`src/rtl/om_req_serializer_if.sv`:
```
// OM request bus (responder side) plus the single-fragment output stream.
// slave: the serializer; master: the request source / fragment consumer.
interface om_req_serializer_if #(
    parameter int unsigned NUM_LANES  = 4,
    parameter int unsigned DIM_BITS   = 15,
    parameter int unsigned DEPTH_BITS = 24,
    parameter int unsigned UUID_WIDTH = 44
) ();
    localparam int unsigned LANE_W = (NUM_LANES > 1) ? $clog2(NUM_LANES) : 1;

    logic                             req_valid;
    logic                             req_ready;
    logic [UUID_WIDTH-1:0]            req_uuid;
    logic [NUM_LANES-1:0]             req_mask;
    logic [NUM_LANES*DIM_BITS-1:0]    req_pos_x;
    logic [NUM_LANES*DIM_BITS-1:0]    req_pos_y;
    logic [NUM_LANES*32-1:0]          req_color;
    logic [NUM_LANES*DEPTH_BITS-1:0]  req_depth;
    logic [NUM_LANES-1:0]             req_face;

    logic                             frag_valid;
    logic                             frag_ready;
    logic [UUID_WIDTH-1:0]            frag_uuid;
    logic [LANE_W-1:0]                frag_lane;
    logic [DIM_BITS-1:0]              frag_x;
    logic [DIM_BITS-1:0]              frag_y;
    logic [31:0]                      frag_color;
    logic [DEPTH_BITS-1:0]            frag_depth;
    logic                             frag_face;
    logic                             frag_last;

    modport slave (
        input  req_valid, req_uuid, req_mask, req_pos_x, req_pos_y,
               req_color, req_depth, req_face, frag_ready,
        output req_ready, frag_valid, frag_uuid, frag_lane, frag_x, frag_y,
               frag_color, frag_depth, frag_face, frag_last
    );

    modport master (
        output req_valid, req_uuid, req_mask, req_pos_x, req_pos_y,
               req_color, req_depth, req_face, frag_ready,
        input  req_ready, frag_valid, frag_uuid, frag_lane, frag_x, frag_y,
               frag_color, frag_depth, frag_face, frag_last
    );
endinterface

```
`src/rtl/om_req_serializer.sv`:
```
// Serializes multi-lane OM requests into one fragment per active lane, lowest lane first.
// Optional OM_REQ_SERIALIZER_PERF_EN adds perf_reqs/perf_frags/perf_stalls counters.
module om_req_serializer #(
    parameter int unsigned NUM_LANES  = 4,
    parameter int unsigned DIM_BITS   = 15,
    parameter int unsigned DEPTH_BITS = 24,
    parameter int unsigned UUID_WIDTH = 44
) (
    input  logic                     clk,
    input  logic                     reset,
    om_req_serializer_if.slave       bus
`ifdef OM_REQ_SERIALIZER_PERF_EN
    ,
    output logic [31:0]              perf_reqs,
    output logic [31:0]              perf_frags,
    output logic [31:0]              perf_stalls
`endif
);
    localparam int unsigned LANE_W = (NUM_LANES > 1) ? $clog2(NUM_LANES) : 1;

    typedef enum logic [0:0] {
        ST_IDLE = 1'b0,
        ST_BUSY = 1'b1
    } state_t;

    state_t                          r_state;
    state_t                          w_state_next;
    logic [NUM_LANES-1:0]            r_pending;
    logic [NUM_LANES-1:0]            w_pending_next;
    logic [NUM_LANES-1:0]            w_low_bit;
    logic                            w_req_ready;
    logic                            w_accept;
    logic                            w_load;

    // Latched request payload
    logic [UUID_WIDTH-1:0]           r_uuid;
    logic [NUM_LANES*DIM_BITS-1:0]   r_pos_x;
    logic [NUM_LANES*DIM_BITS-1:0]   r_pos_y;
    logic [NUM_LANES*32-1:0]         r_color;
    logic [NUM_LANES*DEPTH_BITS-1:0] r_depth;
    logic [NUM_LANES-1:0]            r_face;

    // Registered fragment outputs
    logic                            r_frag_valid;
    logic [LANE_W-1:0]               r_frag_lane;
    logic [DIM_BITS-1:0]             r_frag_x;
    logic [DIM_BITS-1:0]             r_frag_y;
    logic [31:0]                     r_frag_color;
    logic [DEPTH_BITS-1:0]           r_frag_depth;
    logic                            r_frag_face;
    logic                            r_frag_last;

    // Next-fragment selection
    logic [NUM_LANES*DIM_BITS-1:0]   w_src_x;
    logic [NUM_LANES*DIM_BITS-1:0]   w_src_y;
    logic [NUM_LANES*32-1:0]         w_src_color;
    logic [NUM_LANES*DEPTH_BITS-1:0] w_src_depth;
    logic [NUM_LANES-1:0]            w_src_face;
    logic [LANE_W-1:0]               w_lane_next;
    logic [DIM_BITS-1:0]             w_x_next;
    logic [DIM_BITS-1:0]             w_y_next;
    logic [31:0]                     w_color_next;
    logic [DEPTH_BITS-1:0]           w_depth_next;
    logic                            w_face_next;
    logic                            w_last_next;

    // State register
    always_ff @(posedge clk) begin
        if (reset) begin
            r_state   <= ST_IDLE;
            r_pending <= '0;
        end else begin
            r_state   <= w_state_next;
            r_pending <= w_pending_next;
        end
    end

    // Next state, pending mask and bus handshake
    always_comb begin
        w_state_next   = r_state;
        w_pending_next = r_pending;
        w_load         = 1'b0;
        w_low_bit      = r_pending & (~r_pending + NUM_LANES'(1));
        // Ready on the final handshake lets the next request load with no bubble
        w_req_ready    = (r_state == ST_IDLE) ||
                         (r_frag_valid && r_frag_last && bus.frag_ready);
        w_accept       = bus.req_valid && w_req_ready;

        case (r_state)
            ST_IDLE: begin
                if (w_accept) begin
                    w_load         = |bus.req_mask;
                    w_pending_next = bus.req_mask;
                    w_state_next   = (|bus.req_mask) ? ST_BUSY : ST_IDLE;
                end
            end
            ST_BUSY: begin
                if (bus.frag_ready) begin
                    w_pending_next = r_pending & ~w_low_bit;
                    if (w_pending_next == '0) begin
                        if (w_accept) begin
                            w_load         = |bus.req_mask;
                            w_pending_next = bus.req_mask;
                            w_state_next   = (|bus.req_mask) ? ST_BUSY : ST_IDLE;
                        end else begin
                            w_state_next   = ST_IDLE;
                        end
                    end
                end
            end
            default: begin
                w_state_next   = ST_IDLE;
                w_pending_next = '0;
            end
        endcase
    end

    // Pick the lowest pending lane from the payload that will be held next cycle
    always_comb begin
        w_src_x      = w_load ? bus.req_pos_x : r_pos_x;
        w_src_y      = w_load ? bus.req_pos_y : r_pos_y;
        w_src_color  = w_load ? bus.req_color : r_color;
        w_src_depth  = w_load ? bus.req_depth : r_depth;
        w_src_face   = w_load ? bus.req_face  : r_face;
        w_lane_next  = '0;
        w_x_next     = '0;
        w_y_next     = '0;
        w_color_next = '0;
        w_depth_next = '0;
        w_face_next  = 1'b0;
        for (int i = int'(NUM_LANES) - 1; i >= 0; i--) begin
            if (w_pending_next[i]) begin
                w_lane_next = LANE_W'(i);
            end
        end
        for (int i = 0; i < int'(NUM_LANES); i++) begin
            if (w_lane_next == LANE_W'(i)) begin
                w_x_next     = w_src_x[i*DIM_BITS +: DIM_BITS];
                w_y_next     = w_src_y[i*DIM_BITS +: DIM_BITS];
                w_color_next = w_src_color[i*32 +: 32];
                w_depth_next = w_src_depth[i*DEPTH_BITS +: DEPTH_BITS];
                w_face_next  = w_src_face[i];
            end
        end
        w_last_next  = (w_pending_next != '0) &&
                       ((w_pending_next & (w_pending_next - NUM_LANES'(1))) == '0);
    end

    // Request payload capture
    always_ff @(posedge clk) begin
        if (reset) begin
            r_uuid  <= '0;
            r_pos_x <= '0;
            r_pos_y <= '0;
            r_color <= '0;
            r_depth <= '0;
            r_face  <= '0;
        end else if (w_load) begin
            r_uuid  <= bus.req_uuid;
            r_pos_x <= bus.req_pos_x;
            r_pos_y <= bus.req_pos_y;
            r_color <= bus.req_color;
            r_depth <= bus.req_depth;
            r_face  <= bus.req_face;
        end
    end

    // Fragment output registers; unchanged pending implies unchanged outputs (hold rule)
    always_ff @(posedge clk) begin
        if (reset) begin
            r_frag_valid <= 1'b0;
            r_frag_lane  <= '0;
            r_frag_x     <= '0;
            r_frag_y     <= '0;
            r_frag_color <= '0;
            r_frag_depth <= '0;
            r_frag_face  <= 1'b0;
            r_frag_last  <= 1'b0;
        end else begin
            r_frag_valid <= (w_state_next == ST_BUSY);
            if (w_pending_next != '0) begin
                r_frag_lane  <= w_lane_next;
                r_frag_x     <= w_x_next;
                r_frag_y     <= w_y_next;
                r_frag_color <= w_color_next;
                r_frag_depth <= w_depth_next;
                r_frag_face  <= w_face_next;
                r_frag_last  <= w_last_next;
            end
        end
    end

`ifdef OM_REQ_SERIALIZER_PERF_EN
    logic [31:0] r_perf_reqs;
    logic [31:0] r_perf_frags;
    logic [31:0] r_perf_stalls;

    // Free-running wrap-around event counters
    always_ff @(posedge clk) begin
        if (reset) begin
            r_perf_reqs   <= '0;
            r_perf_frags  <= '0;
            r_perf_stalls <= '0;
        end else begin
            if (w_accept) begin
                r_perf_reqs <= r_perf_reqs + 32'd1;
            end
            if (r_frag_valid && bus.frag_ready) begin
                r_perf_frags <= r_perf_frags + 32'd1;
            end
            if (r_frag_valid && !bus.frag_ready) begin
                r_perf_stalls <= r_perf_stalls + 32'd1;
            end
        end
    end

    assign perf_reqs   = r_perf_reqs;
    assign perf_frags  = r_perf_frags;
    assign perf_stalls = r_perf_stalls;
`endif

    assign bus.req_ready  = w_req_ready;
    assign bus.frag_valid = r_frag_valid;
    assign bus.frag_uuid  = r_uuid;
    assign bus.frag_lane  = r_frag_lane;
    assign bus.frag_x     = r_frag_x;
    assign bus.frag_y     = r_frag_y;
    assign bus.frag_color = r_frag_color;
    assign bus.frag_depth = r_frag_depth;
    assign bus.frag_face  = r_frag_face;
    assign bus.frag_last  = r_frag_last;

endmodule

```
`src/flat_wrapper.sv`:
```
// flat-port wrapper written by rule: the top's interface ports become plain ports
module om_req_serializer_flat 
#(
    parameter int unsigned NUM_LANES  = 4,
    parameter int unsigned DIM_BITS   = 15,
    parameter int unsigned DEPTH_BITS = 24,
    parameter int unsigned UUID_WIDTH = 44
)
  (clk, reset, bus_req_valid, bus_req_uuid, bus_req_mask, bus_req_pos_x, bus_req_pos_y, bus_req_color, bus_req_depth, bus_req_face, bus_frag_ready, bus_req_ready, bus_frag_valid, bus_frag_uuid, bus_frag_lane, bus_frag_x, bus_frag_y, bus_frag_color, bus_frag_depth, bus_frag_face, bus_frag_last);
  om_req_serializer_if #(.NUM_LANES(NUM_LANES), .DIM_BITS(DIM_BITS), .DEPTH_BITS(DEPTH_BITS), .UUID_WIDTH(UUID_WIDTH)) bus_i ();
  input  logic clk;
  input  logic reset;
  input wire logic [$bits(bus_i.req_valid)-1:0] bus_req_valid;
  input wire logic [$bits(bus_i.req_uuid)-1:0] bus_req_uuid;
  input wire logic [$bits(bus_i.req_mask)-1:0] bus_req_mask;
  input wire logic [$bits(bus_i.req_pos_x)-1:0] bus_req_pos_x;
  input wire logic [$bits(bus_i.req_pos_y)-1:0] bus_req_pos_y;
  input wire logic [$bits(bus_i.req_color)-1:0] bus_req_color;
  input wire logic [$bits(bus_i.req_depth)-1:0] bus_req_depth;
  input wire logic [$bits(bus_i.req_face)-1:0] bus_req_face;
  input wire logic [$bits(bus_i.frag_ready)-1:0] bus_frag_ready;
  output wire logic [$bits(bus_i.req_ready)-1:0] bus_req_ready;
  output wire logic [$bits(bus_i.frag_valid)-1:0] bus_frag_valid;
  output wire logic [$bits(bus_i.frag_uuid)-1:0] bus_frag_uuid;
  output wire logic [$bits(bus_i.frag_lane)-1:0] bus_frag_lane;
  output wire logic [$bits(bus_i.frag_x)-1:0] bus_frag_x;
  output wire logic [$bits(bus_i.frag_y)-1:0] bus_frag_y;
  output wire logic [$bits(bus_i.frag_color)-1:0] bus_frag_color;
  output wire logic [$bits(bus_i.frag_depth)-1:0] bus_frag_depth;
  output wire logic [$bits(bus_i.frag_face)-1:0] bus_frag_face;
  output wire logic [$bits(bus_i.frag_last)-1:0] bus_frag_last;
  assign bus_i.req_valid = bus_req_valid;
  assign bus_i.req_uuid = bus_req_uuid;
  assign bus_i.req_mask = bus_req_mask;
  assign bus_i.req_pos_x = bus_req_pos_x;
  assign bus_i.req_pos_y = bus_req_pos_y;
  assign bus_i.req_color = bus_req_color;
  assign bus_i.req_depth = bus_req_depth;
  assign bus_i.req_face = bus_req_face;
  assign bus_i.frag_ready = bus_frag_ready;
  assign bus_req_ready = bus_i.req_ready;
  assign bus_frag_valid = bus_i.frag_valid;
  assign bus_frag_uuid = bus_i.frag_uuid;
  assign bus_frag_lane = bus_i.frag_lane;
  assign bus_frag_x = bus_i.frag_x;
  assign bus_frag_y = bus_i.frag_y;
  assign bus_frag_color = bus_i.frag_color;
  assign bus_frag_depth = bus_i.frag_depth;
  assign bus_frag_face = bus_i.frag_face;
  assign bus_frag_last = bus_i.frag_last;
  om_req_serializer #(.NUM_LANES(NUM_LANES), .DIM_BITS(DIM_BITS), .DEPTH_BITS(DEPTH_BITS), .UUID_WIDTH(UUID_WIDTH)) u_core (.clk(clk), .reset(reset), .bus(bus_i));
endmodule
```
`config.mk`:
```
export PLATFORM = sky130hd
export DESIGN_NAME = om_req_serializer_flat
export DESIGN_NICKNAME = d
export VERILOG_FILES = /design/src/rtl/om_req_serializer_if.sv /design/src/rtl/om_req_serializer.sv /design/src/flat_wrapper.sv
export SDC_FILE = /design/constraint.sdc
export NUM_CORES = 1
export LEC_CHECK = 0
export ABC_CLOCK_PERIOD_IN_PS = 6000
export CAP_MARGIN = 0
export CORE_ASPECT_RATIO = 1.1
export CORE_MARGIN = 10
export CORE_UTILIZATION = 54
export CTS_BUF_LIST = sky130_fd_sc_hd__clkbuf_4
export DETAILED_ROUTE_END_ITERATION = 7
export PLACE_DENSITY = 0.95
export SETUP_SLACK_MARGIN = 0.05
export SYNTH_ARGS = -nofsm -noshare
export SYNTH_HDL_FRONTEND = slang
export SYNTH_SLANG_ARGS = --single-unit
export TNS_END_PERCENT = 100
```
`constraint.sdc`:
```
create_clock -name clk -period 6 [get_ports clk]
set_input_delay 1.2 -clock clk [delete_from_list [all_inputs] [get_ports clk]]
set_output_delay 1.2 -clock clk [all_outputs]
set_load 0.02 [all_outputs]
```
=== Yosys cells after proc, flatten, opt, wreduce, memory -nomap -nowiden ===
Cells that the tools add are included.
Widths: inputs -> output; s select.

* Flip-flop bits (word level): 487
* Output and inout bits: 136
* Word-level logic and storage cells: 79

* Eq/ne operators: 3
* Reductions and logical operators: 10
* Multiplexer cells: 43
* Add/subtract/negate cells: 2
* Bitwise logic cells: 6

{| class="wikitable"
|+ Operator list
! operator !! count
|-
| $mux 128 || 1
|-
| $mux 32 || 4
|-
| $mux 15 || 8
|-
| $mux 60 || 2
|-
| $mux 24 || 4
|-
| $mux 96 || 1
|-
| $mux 4 || 5
|-
| $and 4x4->4 || 3
|-
| $mux 1 || 11
|-
| $logic_not 4->1 || 2
|-
| $mux 2 || 4
|-
| $not 4->4 || 2
|-
| $pmux 4 s2 || 1
|-
| $add 4x1->4 const B || 1
|-
| $eq 2x2->1 const B || 2
|-
| $logic_and 1x1->1 || 4
|-
| $pmux 1 s2 || 2
|-
| $reduce_bool 4->1 || 1
|-
| $reduce_or 4->1 || 1
|-
| $sub 4x1->4 const B || 1
|-
| $eq 2x1->1 const B || 1
|-
| $logic_not 2->1 || 1
|-
| $logic_or 1x1->1 || 1
|-
| $not 1->1 || 1
|}

=== Depth between registers and ports, before layout ===
* Depth after elaboration: 18
* Depth in mapped cells: 11
* Gate-level depth less buffers: 7

=== Worst setup path after synthesis ===
Ideal clock, no wire load.

* Kind: input to register
* Start point: in bus_req_mask[2]
* End point: reg u_core.r_frag_color[31], in the netlist u_core.bus.frag_color[31]
* Data required time: 5.868 ns
* Arrival: 3.059 ns
* Path slack: 2.809 ns
* Library setup time: 0.132 ns
* Stages on the path: 10
* Cell sequence: or4_1 and3_4 nand2_4 buf_6 buf_4 buf_2 mux2i_1 nand2_1 a31oi_1 nor3_1

* Cells in the longest elaborated chain, start to end: 12

{| class="wikitable"
|+ RTL lines
! element !! line !! RTL
|-
| start: declaration || flat_wrapper.sv:15 || <nowiki>input wire logic [$bits(bus_i.req_mask)-1:0] bus_req_mask;</nowiki>
|-
| $mux 4 || om_req_serializer.sv:101 || <nowiki>if (w_accept) begin</nowiki>
|-
| $mux 4 || om_req_serializer.sv:100 || <nowiki>if (w_pending_next == '0) begin</nowiki>
|-
| $mux 4 || om_req_serializer.sv:98 || <nowiki>if (bus.frag_ready) begin</nowiki>
|-
| $pmux 4 s2 || om_req_serializer.sv:89 || <nowiki>case (r_state)</nowiki>
|-
| $mux 2 (3 in a row) || om_req_serializer.sv:132 || <nowiki>if (w_pending_next[i]) begin</nowiki>
|-
| $logic_not 2->1 || om_req_serializer.sv:137 || <nowiki>if (w_lane_next == LANE_W'(i)) begin</nowiki>
|-
| $mux 32 (4 in a row) || om_req_serializer.sv:137 ||
|-
| end signal: assignment || om_req_serializer.sv:185 || <nowiki>r_frag_color <= w_color_next;</nowiki>
|-
| end: declaration || om_req_serializer.sv:48 || <nowiki>logic [31:0] r_frag_color;</nowiki>
|}

Several ways; a longest one is shown, not always the timed one.
A chain may end at the register's enable or synchronous reset.

=== Worst setup path after layout ===
* Start point: in bus_frag_ready
* End point: reg u_core.r_frag_color[16], in the netlist u_core.bus.frag_color[16]

* Cells in the longest elaborated chain, start to end: 16

{| class="wikitable"
|+ RTL lines
! element !! line !! RTL
|-
| start: declaration || flat_wrapper.sv:21 || <nowiki>input wire logic [$bits(bus_i.frag_ready)-1:0] bus_frag_ready;</nowiki>
|-
| $logic_and 1x1->1 || om_req_serializer.sv:86 || <nowiki>(r_frag_valid && r_frag_last && bus.frag_ready);</nowiki>
|-
| $logic_or 1x1->1 || om_req_serializer.sv:85 || <nowiki>w_req_ready = (r_state == ST_IDLE) ||</nowiki>
|-
| $logic_and 1x1->1 || om_req_serializer.sv:87 || <nowiki>w_accept = bus.req_valid && w_req_ready;</nowiki>
|-
| $mux 4 || om_req_serializer.sv:101 ||
|-
| $mux 4 || om_req_serializer.sv:100 ||
|-
| $mux 4 || om_req_serializer.sv:98 ||
|-
| $pmux 4 s2 || om_req_serializer.sv:89 ||
|-
| $mux 2 (4 in a row) || om_req_serializer.sv:132 ||
|-
| $logic_not 2->1 || om_req_serializer.sv:137 ||
|-
| $mux 32 (4 in a row) || om_req_serializer.sv:137 ||
|}

Several ways; a longest one is shown, not always the timed one.

==> impl_metrics.json <==
{
  "post-route-cell-area_sq_mm": 0.0267,
  "viasPerCell": 6.05,
  "drive_above_1_share_pct": 8.54,
  "hold_depth": 2,
  "first_global_vias": 19700,
  "post_dp_cell_area_sq_mm": 0.0252,
  "initialDrtViolationCount": 2154,
  "grt-ovfl-total": 0,
  "fmax_mhz": 242,
  "vias": 19500,
  "slew_viol_final": 0,
  "start_util_pct": 54.8,
  "setup_tns_ns": 0,
  "worst_pin_slew_ns": 1.28,
  "die_w_microns": 203,
  "reg2regPathDepth": 9,
  "rrSetupSlack_ns": 2.31,
  "synth_seq_cells": 487,
  "clock_latency_ns": 0.85,
  "path_max_fanout": 32,
  "synth_nets": 2546,
  "synth.distinct_cells": 54,
  "power.density_mw_per_mm2": 334,
  "p_leak_uw": 0.0115,
  "hold_end": "u_core.bus.frag_uuid[20]",
  "antenna_left": 0,
  "dp_hpwl_mm": 49.1,
  "root_buffer": "clkbuf_4",
  "dieArea_sq_mm": 0.0449,
  "ir_drop_mv": 0.220,
  "cts-resized-gates": 0,
  "postCtsSetupBuffers": 0,
  "syn-cell-area_sq_mm": 0.0199,
  "min_period_ns": 4.13,
  "worstSetupEndpointType": "flop",
  "cts_tree": "built",
  "hold_viol": 0,
  "cts_hold_buf": 0,
  "critical_path_class": "primary input to flop",
  "cts_buffers": 117,
  "wl_per_cell_microns": 23.1,
  "grt_usage_pct": 31.4,
  "setup_viol": 0,
  "antenna_found_initial": 27,
  "synth-edff-count": 0,
  "area_delta_synth_final_pct": 34.2,
  "rows": 73,
  "ys_top_cells_by_area": "dfxtp_1, mux2i_1, nor2_1, nand2_1, a21oi_1",
  "max-clock-path-buffers": 3,
  "drcViolationCount": 0,
  "grt_max_degree": 181,
  "nNetsFinal": 3043,
  "ys_seq_area_share_pct": 49.1,
  "relSlewSlack_pct": 14.8,
  "numPortBuffers": 535,
  "outcome": "complete, no violations",
  "core_sq_mm": 0.0363,
  "min_from": "u_core.bus.frag_uuid[20]",
  "dieHeight_microns": 221,
  "grt_setup_unrepaired": "no",
  "syn_inst": 2146,
  "p_total_uw": 8900,
  "whs_ns": 0.459,
  "path_clk_slew_ns": 0.07,
  "crit_path_start_kind": "primary input",
  "finalWirelength_mm": 74.5,
  "synth_area_leader_cell": "dfxtp_1",
  "async_reset_ff_share_pct": 0,
  "gp_congestion": 0.908,
  "synth_most_common_cell": "dfxtp_1",
  "yosys_warnings": 0,
  "ios": 536,
  "ys.flop_type": "dfxtp_1",
  "r2r-end": "u_core.bus.frag_color[10]",
  "fin_skew_ns": 0.0587,
  "yosysTopAreaCellShare_pct": 49.1,
  "cts_sinks": 487,
  "crit_required_ns": 6.68,
  "drt_first_pass_iters": 6,
  "r2r-start": "u_core.r_pending[2]",
  "period_share_pct": 68.9,
  "grt_pass1_wl_mm": 113,
  "synth_commonest_cells": "dfxtp_1, nor2_1, mux2i_1",
  "maxCapViolCount": 0,
  "cp_data_arrival_time_ns": 4.81,
  "h-tree-depth": 3,
  "syn_area_per_cell_sq_um": 9.26,
  "hold_path_class": "flop to flop"
}
==> worst max-delay path, stage by stage <==
cell             delay (ns)
clkdlybuf4s50_1        0.73
a21bo_2                0.28
nand2_1                0.14
o311a_4                0.47
o211ai_4               0.94
buf_4                  0.56
a21oi_1                0.10
a31oi_1                0.26
nor3_1                 0.09
==> routing by layer <==
layer	share of wire, %	track usage [%]
met1	35	34.4
met2	48	52.1
met3	11	10.7
met4	5.3	17.9
met5	0.22	0
==> final cells by class <==
class	instances	area, sq um
clock inverters	28	173
clock buffers	166	1250
flip-flops and latches	487	9750
multi-input cells	1473	9200
repair buffers	564	5650
well taps	487	609
diodes	15	37.5
fillers	2252	9600
==> flip-flops by register name (all words and copies together) (netlist names) <==
| name | cells |
|---|---|
| u_core.bus.frag_face | 1 |
| u_core.bus.frag_x | 15 |
| u_core.bus.frag_lane | 2 |
| u_core.r_pos_y | 60 |
| u_core.bus.frag_depth | 24 |
| u_core.bus.frag_color | 32 |
| u_core.bus.frag_valid | 1 |
| u_core.r_depth | 96 |
| u_core.r_pos_x | 60 |
| u_core.r_color | 128 |
| u_core.bus.frag_last | 1 |
| u_core.r_face | 4 |
| u_core.bus.frag_uuid | 44 |
| u_core.r_pending | 4 |
| u_core.bus.frag_y | 15 |
==> cell usage in the layout (no fill, tap or decap), drive strengths merged, types with 2 or more instances in the layout <==
master	netlist	final
and2	2	2
diode	0	15
o311ai	2	2
nor2	443	443
o22ai	25	25
bufinv	0	2
buf	87	30
a31oi	64	64
nor3	63	63
a2111oi	25	25
o221ai	62	62
a221oi	25	25
clkbuf	99	166
nand4	2	2
nand3	4	4
clkinv	0	24
clkdlybuf4s50	0	534
clkinvlp	0	2
a211oi	5	5
nor4	3	3
nor2b	2	2
dfxtp	487	487
mux2i	350	350
o21a	3	3
o21ai	57	57
a21oi	109	109
o211ai	3	3
nand2	210	210
==> report_power, final <==
group | total [uW] | switching [uW] | internal (uW)
sequential | 3730 | 172 | 3560
clock | 2680 | 1330 | 1340
combinational | 2490 | 1440 | 1050
==> worst max-delay path by stage <==
stage	from	endpoint
after floorplan	bus_req_mask[2]	u_core.bus.frag_color[31]
after global placement	bus_frag_ready	u_core.bus.frag_color[0]
after detailed placement	bus_frag_ready	u_core.bus.frag_color[23]
after CTS	bus_frag_ready	bus_req_ready
after global routing	bus_frag_ready	u_core.bus.frag_color[16]
final	bus_frag_ready	u_core.bus.frag_color[16]
==> cell families (layout without fill, tap and decap cells) <==
family,after synthesis,in the layout,share of synthesized area [%]
XOR/XNOR,1,1,0.0441
AND/OR/NAND/NOR,734,734,14.7
adder cells (fa/ha/maj),1,1,0.0504
multiplexers,350,350,17.6
AO/OA/AOI/OAI,387,387,13.6
other,0,15,0
flip-flops,487,487,49.1
buffers and inverters,186,758,4.88
==> metrics by stage <==
step | setup WS, ns | cells | util (%)
2_1_floorplan | 2.81 | 2146 | -
3_3_place_gp | 1.29 | 3011 | 69.5
3_5_place_dp | 1.08 | 3011 | 69.5
4_1_cts | 1.91 | 3205 | 73.4
5_1_grt | 1.73 | 3217 | 73.5
6_report | 1.87 | 3220 | 73.5
(Power assumes the default switching activity.)
